===== src/rtl/alu_cmd_responder.sv =====
// Command-side ALU responder: accepts op/a/b on a valid/ready handshake and
// returns a one-cycle done pulse with a held result. Optional illegal-op error
// pulse enabled by defining ALU_RESP_ILLEGAL_OP_ERR_EN.
module alu_cmd_responder #(
  parameter int DATA_WIDTH  = 8,
  parameter int MUL_LATENCY = 3
) (
  input  logic                      clk,
  input  logic                      rst,
  input  logic                      alu_rst,
  input  logic                      valid,
  output logic                      ready,
  input  logic [2:0]                op,
  input  logic [DATA_WIDTH-1:0]     a,
  input  logic [DATA_WIDTH-1:0]     b,
  output logic                      done,
  output logic [2*DATA_WIDTH-1:0]   result,
  output logic                      err
);

  localparam int RW = 2 * DATA_WIDTH;

  localparam logic [2:0] OP_NOP = 3'd0;
  localparam logic [2:0] OP_ADD = 3'd1;
  localparam logic [2:0] OP_AND = 3'd2;
  localparam logic [2:0] OP_XOR = 3'd3;
  localparam logic [2:0] OP_MUL = 3'd4;
  localparam logic [2:0] OP_RST = 3'd7;

  localparam logic [3:0] MUL_LOAD = 4'(MUL_LATENCY - 1);

  typedef enum logic {
    ST_IDLE,
    ST_MUL
  } state_e;

  state_e                state;
  logic [3:0]            mul_cnt;
  logic [DATA_WIDTH-1:0] a_q;
  logic [DATA_WIDTH-1:0] b_q;
  logic [RW-1:0]         a_ext;
  logic [RW-1:0]         b_ext;
  logic [RW-1:0]         simple_res;
  logic                  accept;

  assign accept = valid && ready;
  assign a_ext  = RW'(a);
  assign b_ext  = RW'(b);

  // NOTE: every output of always_comb gets a default first so no latch is inferred.
  always_comb begin
    simple_res = '0;
    case (op)
      OP_ADD:  simple_res = a_ext + b_ext;
      OP_AND:  simple_res = a_ext & b_ext;
      OP_XOR:  simple_res = a_ext ^ b_ext;
      default: simple_res = '0;
    endcase
  end

  // NOTE: operand holding registers carry no reset; they are only read after a mul accept loads them.
  always_ff @(posedge clk) begin
    if (state == ST_IDLE && accept && op == OP_MUL) begin
      a_q <= a;
      b_q <= b;
    end
  end

  // NOTE: sequential state uses non-blocking assignments only.
  always_ff @(posedge clk) begin
    if (rst || alu_rst) begin
      state   <= ST_IDLE;
      ready   <= 1'b1;
      done    <= 1'b0;
      result  <= '0;
      mul_cnt <= '0;
    end else begin
      done <= 1'b0;
      case (state)
        ST_IDLE: begin
          if (accept) begin
            case (op)
              OP_ADD, OP_AND, OP_XOR: begin
                result <= simple_res;
                done   <= 1'b1;
              end
              OP_MUL: begin
                mul_cnt <= MUL_LOAD;
                state   <= ST_MUL;
                ready   <= 1'b0;
              end
              OP_RST:  result <= '0;
              default: ;
            endcase
          end
        end
        ST_MUL: begin
          // Counter reaches 1 in the cycle before done, so done lands MUL_LATENCY after accept.
          if (mul_cnt == 4'd1) begin
            result  <= RW'(a_q) * RW'(b_q);
            done    <= 1'b1;
            ready   <= 1'b1;
            state   <= ST_IDLE;
            mul_cnt <= '0;
          end else begin
            mul_cnt <= mul_cnt - 4'd1;
          end
        end
        default: state <= ST_IDLE;
      endcase
    end
  end

`ifdef ALU_RESP_ILLEGAL_OP_ERR_EN
  always_ff @(posedge clk) begin
    if (rst || alu_rst) begin
      err <= 1'b0;
    end else begin
      err <= accept && (state == ST_IDLE) && (op == 3'd5 || op == 3'd6);
    end
  end
`else
  assign err = 1'b0;
`endif

endmodule


===== config.mk =====
export PLATFORM = sky130hd
export DESIGN_NAME = alu_cmd_responder
export DESIGN_NICKNAME = d
export VERILOG_FILES = /design/src/rtl/alu_cmd_responder.sv
export SDC_FILE = /design/constraint.sdc
export NUM_CORES = 1
export LEC_CHECK = 0
export ABC_AREA = 1
export ABC_CLOCK_PERIOD_IN_PS = 3920
export CORE_MARGIN = 1
export CORE_UTILIZATION = 54
export CTS_BUF_LIST = sky130_fd_sc_hd__clkbuf_4
export CTS_CLUSTER_DIAMETER = 120
export CTS_CLUSTER_SIZE = 12
export DETAILED_ROUTE_END_ITERATION = 7
export PLACE_DENSITY = 0.79
export SETUP_SLACK_MARGIN = 0.1
export SYNTH_ARGS = -nofsm -noshare
export SYNTH_HDL_FRONTEND = slang
export SYNTH_SLANG_ARGS = --single-unit

===== constraint.sdc =====
create_clock -name clk -period 3.92 [get_ports clk]
set_input_delay 0.784 -clock clk [delete_from_list [all_inputs] [get_ports clk]]
set_output_delay 0.784 -clock clk [all_outputs]
set_load 0.03 [all_outputs]

Word level (Yosys, flattened, before mapping). Index checks and enable logic that the tools add are counted.

Register bits after elaboration: 39. Bits in latches: 0. Memory bits (writable): 0. ROM bits: 0. Input bits: 23. Output and inout bits: 19. Memories kept: 0.

Add/subtract/negate cells: 2. Multipliers: 1. Div/mod/pow operators: 0. Order comparisons: 0. Equality and inequality tests: 10. Shifts and indexed selects: 0. Mux-type cells: 21. Bitwise gates (word level): 3. Reduce and logical (&&, ||, !) cells: 8.

Operators with widths (number): one-hot mux 16 bit (2 select lines) (2); two-way mux 16 bit (2); one-hot mux 9 bit (3 select lines) (1); multiplier 8 x 8 -> 16 bit (1); two-way mux 4 bit (3); adder 8 x 8 -> 9 bit (1); two-way mux 1 bit (9); AND 8 bit (1); one-hot mux 4 bit (2 select lines) (1); bitwise XOR 8 bit (1); == test 3 x 2 -> 1 bit (second input constant) (2); == test 3 bit (second input constant) (2); one-hot mux 1 bit (2 select lines) (3); AND reduction 3 bit (2); == test 4 x 1 -> 1 bit (second input constant) (1); != test 2 x 1 -> 1 bit (second input constant) (2); subtractor 4 x 1 -> 4 bit (second input constant) (1); == test 3 x 1 -> 1 bit (second input constant) (1); logical AND 1 bit (3); != test 3 x 1 -> 1 bit (second input constant) (1); OR reduction 3 bit (1); != test 2 bit (second input constant) (1); AND reduction 2 bit (1); logical OR 1 bit (1); inverter 1 bit (1).

Logic depth before layout (Yosys ltp).
Word-level depth: 5. Depth in mapped cells: 21. Mapped depth without buffers: 20.

Worst setup path before layout. OpenSTA, ideal clock, no wires.

Path type: flip-flop to flip-flop. From: reg a_q[0]. To: reg result[10]. Arrival time: 3.827 ns. Data required time: 3.800 ns. Slack: -0.026 ns. Stages on the path, launching flop included: 18. Path buffers: 1. Cells stage by stage: edfxtp_1 > clkbuf_1 > nand2_1 > fa_1 > fa_1 > inv_1 > fa_1 > inv_1 > fa_1 > inv_1 > ha_1 > nand2_1 > nor2_1 > nand2_1 > nand3_1 > or2_2 > nand2_1 > a21oi_1.

Cells in the longest elaborated chain, start to end: 3.

Ends and longest elaborated chain: from (decl) (RTL line 39) `logic [DATA_WIDTH-1:0] a_q;`; from (signal assigned) (RTL line 64) `a_q <= a;`; multiplier 8 x 8 -> 16 bit (RTL line 100) `result <= RW'(a_q) * RW'(b_q);`; two-way mux 16 bit (RTL line 99) `if (mul_cnt == 4'd1) begin`; one-hot mux 16 bit (2 select lines) (RTL line 79) `case (state)`; to (signal assigned) (RTL line 84) `result <= simple_res;`; to (signal assigned) (RTL line 100); to (decl) (RTL line 17) `output logic [2*DATA_WIDTH-1:0] result,`.

No other way between the ends. The select of a mux whose other input is x is not followed. A chain may end at the register's enable or synchronous reset.

Worst setup path after layout.
From: reg a_q[3]. To: reg result[15].

The elaborated chain is that of the path after synthesis.

==> impl_metrics.json <==
{
  "outcome": "finished with violations",
  "violations": "setup timing",
  "drc": 0,
  "drtIter0Drc": 241,
  "ys_seq_elements": 39,
  "syn-num-nets": 715,
  "cts_num_sinks": 39,
  "routed.top_layer": "met4",
  "power_leakage_nw": 2.913,
  "rows": 32,
  "synth_common_cells": "nand2_1, inv_1, ha_1",
  "grt_pass1_wl_um": 18150,
  "dp_hpwl_um": 8082,
  "p_per_area_nw_per_um2": 237.1,
  "maxCapViolCount": 0,
  "crit_path_end_kind": "flop",
  "port_buffers": 40,
  "timing.setup.tns_ns": -0.1860,
  "n_antenna_cell": 0,
  "yosysMostFrequentCell": "nand2_1",
  "wl_met1_um": 4388,
  "gr-usage-all-layers_pct": 26.95,
  "timing.final.crit_share_pct": 102.1,
  "synth_largest_area_cell": "fa_1",
  "grt_overflow": 0,
  "synth_top_area_share_pct": 17.06,
  "hold_viol": 0,
  "synth-main-ff-cell": "dfxtp_1",
  "wl_per_cell_um": 13.60,
  "clkTransAtPathRegs_ns": 0.13,
  "setup_ws_ns": -0.08224,
  "min_from": "result[13]",
  "dieArea_sq_um": 8402,
  "fmax_mhz": 249.9,
  "power.total_w": 0.001275,
  "required_ns": 4.21,
  "drt-total-wl_um": 10540,
  "cts_htree_levels": 2,
  "ctsLongestPathBuffers": 2,
  "routabilityCongestion": 0.8769,
  "die_h_um": 91.67,
  "seq_area_frac_synth_pct": 21.67,
  "coreArea_sq_um": 7767,
  "synth_cells": 609,
  "arrival_ns": 4.30,
  "num_vias": 4076,
  "setup.worst_path.start_class": "flop",
  "relSlewSlack_pct": 60.98,
  "fin_nets": 778,
  "die_w_um": 91.67,
  "fin_worst_skew_ns": 0.01340,
  "tightest_slew_ns": 0.5821,
  "crit_type": "reg -> reg",
  "hold_path_class": "reg -> reg",
  "drive_above_1_share_pct": 16.20,
  "clockRootBuffer": "clkbuf_4",
  "drt-pass1-iter-count": 5,
  "ys_warn_count": 0,
  "postSynth.asyncResetShare_pct": 0,
  "final-max-slew-violation-count": 0,
  "start_util_pct": 55.90,
  "detail-route-antenna-nets": 0,
  "dr_wl_met3_um": 543,
  "cts_tree": "built",
  "synth_cell_types": 37,
  "path_max_fanout": 6,
  "grt_setup_unrepaired": "true",
  "area_delta_synth_final_pct": 23.89,
  "ios": 42,
  "grt_pass1_vias": 4136,
  "cp-startpoint": "a_q[3]",
  "antenna_found_initial": 0,
  "clk_latency_ns": 0.36,
  "synth_edf_count": 16,
  "max-vdd-ir-drop_v": 0.0001605,
  "setup_viol": 4,
  "yosys-top-cells-area": "fa_1, nand2_1, ha_1",
  "avgSynthCellArea_sq_um": 7.129,
  "grt_max_degree": 17,
  "mappedNetlistArea_sq_um": 4342,
  "cts_buffers": 5,
  "cts.hold.buffers_added": 0,
  "rr_startpoint": "a_q[3]",
  "via_per_inst": 5.259,
  "met2WireLength_um": 5317,
  "finalCriticalPeriod_ns": 4.002
}
-- placed cells by master, fill, tap and decap left out, types with 3 or more instances in the layout --
cell type	synthesis	layout
clkbuf_4	0	5
buf_4	1	33
nand3_2	1	8
fa_2	0	4
edfxtp_1	16	16
dfxtp_1	23	23
nor2_1	28	20
nor2_2	2	9
a21oi_2	0	3
o21ai_0	6	5
a21oi_1	34	29
inv_2	5	12
nand3_1	37	28
nand2_1	168	157
nand2_2	0	9
ha_4	0	5
fa_1	37	33
a22oi_1	7	7
nand4_1	6	6
inv_1	140	134
clkdlybuf4s50_1	0	40
ha_1	46	39
buf_6	1	4
o21ai_1	10	11
-- logic make-up after synthesis --
group	synth area share, %
adders and majority gates	30.32
other	0.08637
xor gates and xnor gates	0.6053
buffers and inverters	14.93
AOI/OAI and AO/OA	8.674
and+or+nand+nor	23.72
DFF	21.67
-- critical path, cell delays in order (launching register included) --
cell      delay (ns)
edfxtp_1        0.54
buf_4           0.20
nand2_1         0.05
inv_1           0.05
fa_2            0.52
fa_1            0.45
fa_1            0.50
inv_1           0.05
fa_1            0.50
inv_2           0.05
ha_4            0.30
nand2_2         0.06
nand2_2         0.09
nand2_2         0.08
nand2_1         0.07
nand2_1         0.07
nand4_1         0.12
nand3_2         0.08
a21oi_2         0.16
-- final cells by class --
cell class                      instances  area, sq um
Multi-Input combinational cell        402         2987
Timing Repair Buffer                   77        693.2
Clock inverter                          3        38.79
Sequential cell                        39        940.9
Clock buffer                            5        37.54
Inverter                              147        554.3
Tap cell                              102        127.6
Fill cell                             639         2389
-- state kept, by name, summed over array words and instances, names as in the netlist --
name,count
result,16
a_q,8
b_q,8
mul_cnt,4
done,1
ready,1
state,1
-- where the power goes --
group	switching (W)	total [W]	internal, W
Clock	0.000139	0.000271	0.000132
Sequential	0.00000792	0.000438	0.000430
Combinational	0.000326	0.000567	0.000241
Total	0.000473	0.00128	0.000803
-- per-stage QoR --
stage	cells	hold WS, ns	setup slack (ns)	instance area [sq um]	utilization [%]
floorplan	609	0.4588	0.1291	4432	-
global placement	754	0.4557	-0.06464	4997	64.34
detailed placement	754	0.4555	-0.09467	4997	64.34
CTS	772	0.4714	0.03986	5274	67.90
global route	775	0.4870	-0.2147	5379	69.25
finish	775	0.4728	-0.08224	5379	69.25
-- metal layers --
metal	vias up	track usage [%]
li1	1989	-
met1	1904	32.64
met2	149	49.44
met3	34	3.068
met4	0	8.995
met5	-	0
-- repair_timing --
action	in CTS	in global routing
buffers inserted	10	3
endpoints found under the setup margin	9	10
gates resized for setup	34	24
cloned	0	0
pin swaps	40	14
-- final timing paths --
kind,slack [ns],to,cells past startpoint
setup / recovery,-0.08,result[15],18
hold / removal,0.47,result[13],2
hold reg to reg,0.47,result[13],2
setup reg to reg,-0.08,result[15],18
No activity file was read; power rests on OpenSTA's default activity.
==> RTL edit, RTL diff (same flow settings) <==
Add a define of `ALU_RESP_ILLEGAL_OP_ERR_EN`.
--- a/src/rtl/alu_cmd_responder.sv
+++ b/src/rtl/alu_cmd_responder.sv
@@ -1,6 +1,8 @@
 // Command-side ALU responder: accepts op/a/b on a valid/ready handshake and
 // returns a one-cycle done pulse with a held result. Optional illegal-op error
 // pulse enabled by defining ALU_RESP_ILLEGAL_OP_ERR_EN.
+`define ALU_RESP_ILLEGAL_OP_ERR_EN
+
 module alu_cmd_responder #(
   parameter int DATA_WIDTH  = 8,
   parameter int MUL_LATENCY = 3
Check against the original RTL: not equivalent (a bounded check fails within 4 cycles, from zero or initial values).
==> RTL edit against the unedited design <==
- the flow still finishes with violations (negative setup slack)
- count of clock-buffer cells in the layout did not move
- hold slack got worse by 0.0015 ns
- sequential cell count rose by 1
- combinational power fell by 3%
- synthesized area rose by 0.81%
- sequential power rose by 2%
- design area rose by 1.2%
- final cell count rose by 0.65%
- clock power rose by 5%
- wire length rose by 0.58%
- total power rose by 0.48%
- maximum frequency rose by 1.6%
- synthesized cell count rose by 0.16%
- setup slack improved by 0.063 ns
- critical endpoint is now result[14]
==> RTL edit: results (changes against the unedited design) <==
| Metric | Value |
|---|---|
| Sequential power share | `34.8% (+0.4 points)` |
| Sequential cell area share | `17.66% (+0.17 points)` |
| NonClk Buf Share | `13.50% (+0.61 points)` |
| Min-delay worst type | `flop to flop` |
| Comb_multi_in | `399 (-0.75%)` |
| Worst slew pin tran | `0.5779 ns (-0.004111 ns)` |
| Global-route wire length before repair | `18550 um (+2.2%)` |
| Synth top cells by count | `nand2_1, inv_1, ha_1` |
| Dpl cells | `761 (+0.93%)` |
| Slowest stage cell, crit path | `fa_1` |
| CTS Sinks | `40 (+2.6%)` |
| Ys Warns | `0 (unchanged)` |
| Drt first pass iters | `7 (+2)` |
| Internal power | `0.0008126 W (+1.3%)` |
| I/O Buffers | `41 (+2.5%)` |
| Post-Place Cell Area | `0.005082 sq mm (+1.7%)` |
| Post-synthesis sequential area ratio | `21.96% (+0.28 points)` |
| Failing checks | `negative setup slack` |
| Initial detailed-routing violation count | `226 (-6.2%)` |
| Mapped Cells | `610 (+0.16%)` |
| Peak supply drop | `0.0002675 V (+67%)` |
| Power Clock | `0.000284 W (+5%)` |
| Post-route setup slack | `-0.01951 ns (+0.06273 ns)` |
| ClkCell Share | `1.449% (+0.030 points)` |
| Sw frac | `36.60% (-0.48 points)` |
| Setup TNS | `-0.01951 ns (+0.1665 ns)` |
| Crit path arrival time | `4.23 ns (-0.07 ns)` |
| DRT Wirelength | `10600 um (+0.58%)` |
| Vias in the first global route | `4151 (+0.36%)` |
| Post-synthesis xor/xnor area fraction | `1.001% (+0.40 points)` |
| Inverters | `151 (+2.7%)` |
| Synth area leaders | `fa_1, nand2_1, ha_1, inv_1, dfxtp_1` |
| Worst Reg-to-Reg Cells | `19 (+1)` |
| Layout cells sized above 1 | `17.40% (+1.2 points)` |
| Final setup fails | `1 (-3)` |
| Hold Startpoint | `result[9]` |
| Delay of the slowest cell on the worst path | `0.57 ns (+0.03 ns)` |
| Pre-CTS setup slack | `-0.1227 ns (-0.02807 ns)` |
| Status | `finished, violations left` |
| Min Hold Slack | `0.4713 ns (-0.001476 ns)` |
| Yosys cell types | `36 (-2.7%)` |
| Post-synthesis compound-gate area fraction | `7.233% (-1.4 points)` |
| Number of non-clock buffers in the layout | `80 (+3.9%)` |
| Final Instance Area | `0.005441 sq mm (+1.2%)` |
| Adder-cell area share of the yosys netlist | `30.07% (-0.24 points)` |
| Worst-path fanout max | `5 (-1)` |
| Hold EP | `result[9]` |
| Post-Syn Nets | `716 (+0.14%)` |
| Area of the multi-input gates | `0.002973 sq mm (-0.46%)` |
| Routability Congestion | `0.9236 (+5.3%)` |
| Reg2reg end | `result[14]` |
| Leakage Power | `2.947 nW (+1.2%)` |
| Setup Skew | `0.01951 ns (+0.006109 ns)` |
| Vias per cell | `5.113 (-2.8%)` |
| Fill cell count | `628 (-1.7%)` |
| HPWL Detailed | `8365 um (+3.5%)` |
| Final std cells w/o fill | `780 (+0.65%)` |
| GRT Total Usage | `27.57% (+0.62 points)` |
-- RTL edit: worst max-delay path by stage --
stage	startpoint	end	slack, ns	depth (start not counted)
after global routing	b_q[2]	result[12]	-0.15	17
after floorplan	b_q[7]	result[10]	0.11	16
after global placement	a_q[2]	result[9]	-0.09	17
after CTS	b_q[2]	result[12]	0.03	17
after detailed placement	a_q[2]	result[9]	-0.12	17
final	a_q[3]	result[14]	-0.02	19
-- RTL edit: timing repair --
action | 4_1_cts | 5_1_grt
setup endpoints to repair | 10 | 10
pin swaps | 42 | 16
resized for setup | 49 | 18
setup buffers | 12 | 0
-- RTL edit: per-layer routing --
layer | track usage, % | part of all wire [%] | up-vias
li1 | - | - | 1997
met1 | 33.74 | 43 | 1874
met2 | 49.13 | 50 | 94
met3 | 3.731 | 3.5 | 23
met4 | 10.29 | 2.9 | 0
met5 | 0 | 0 | -
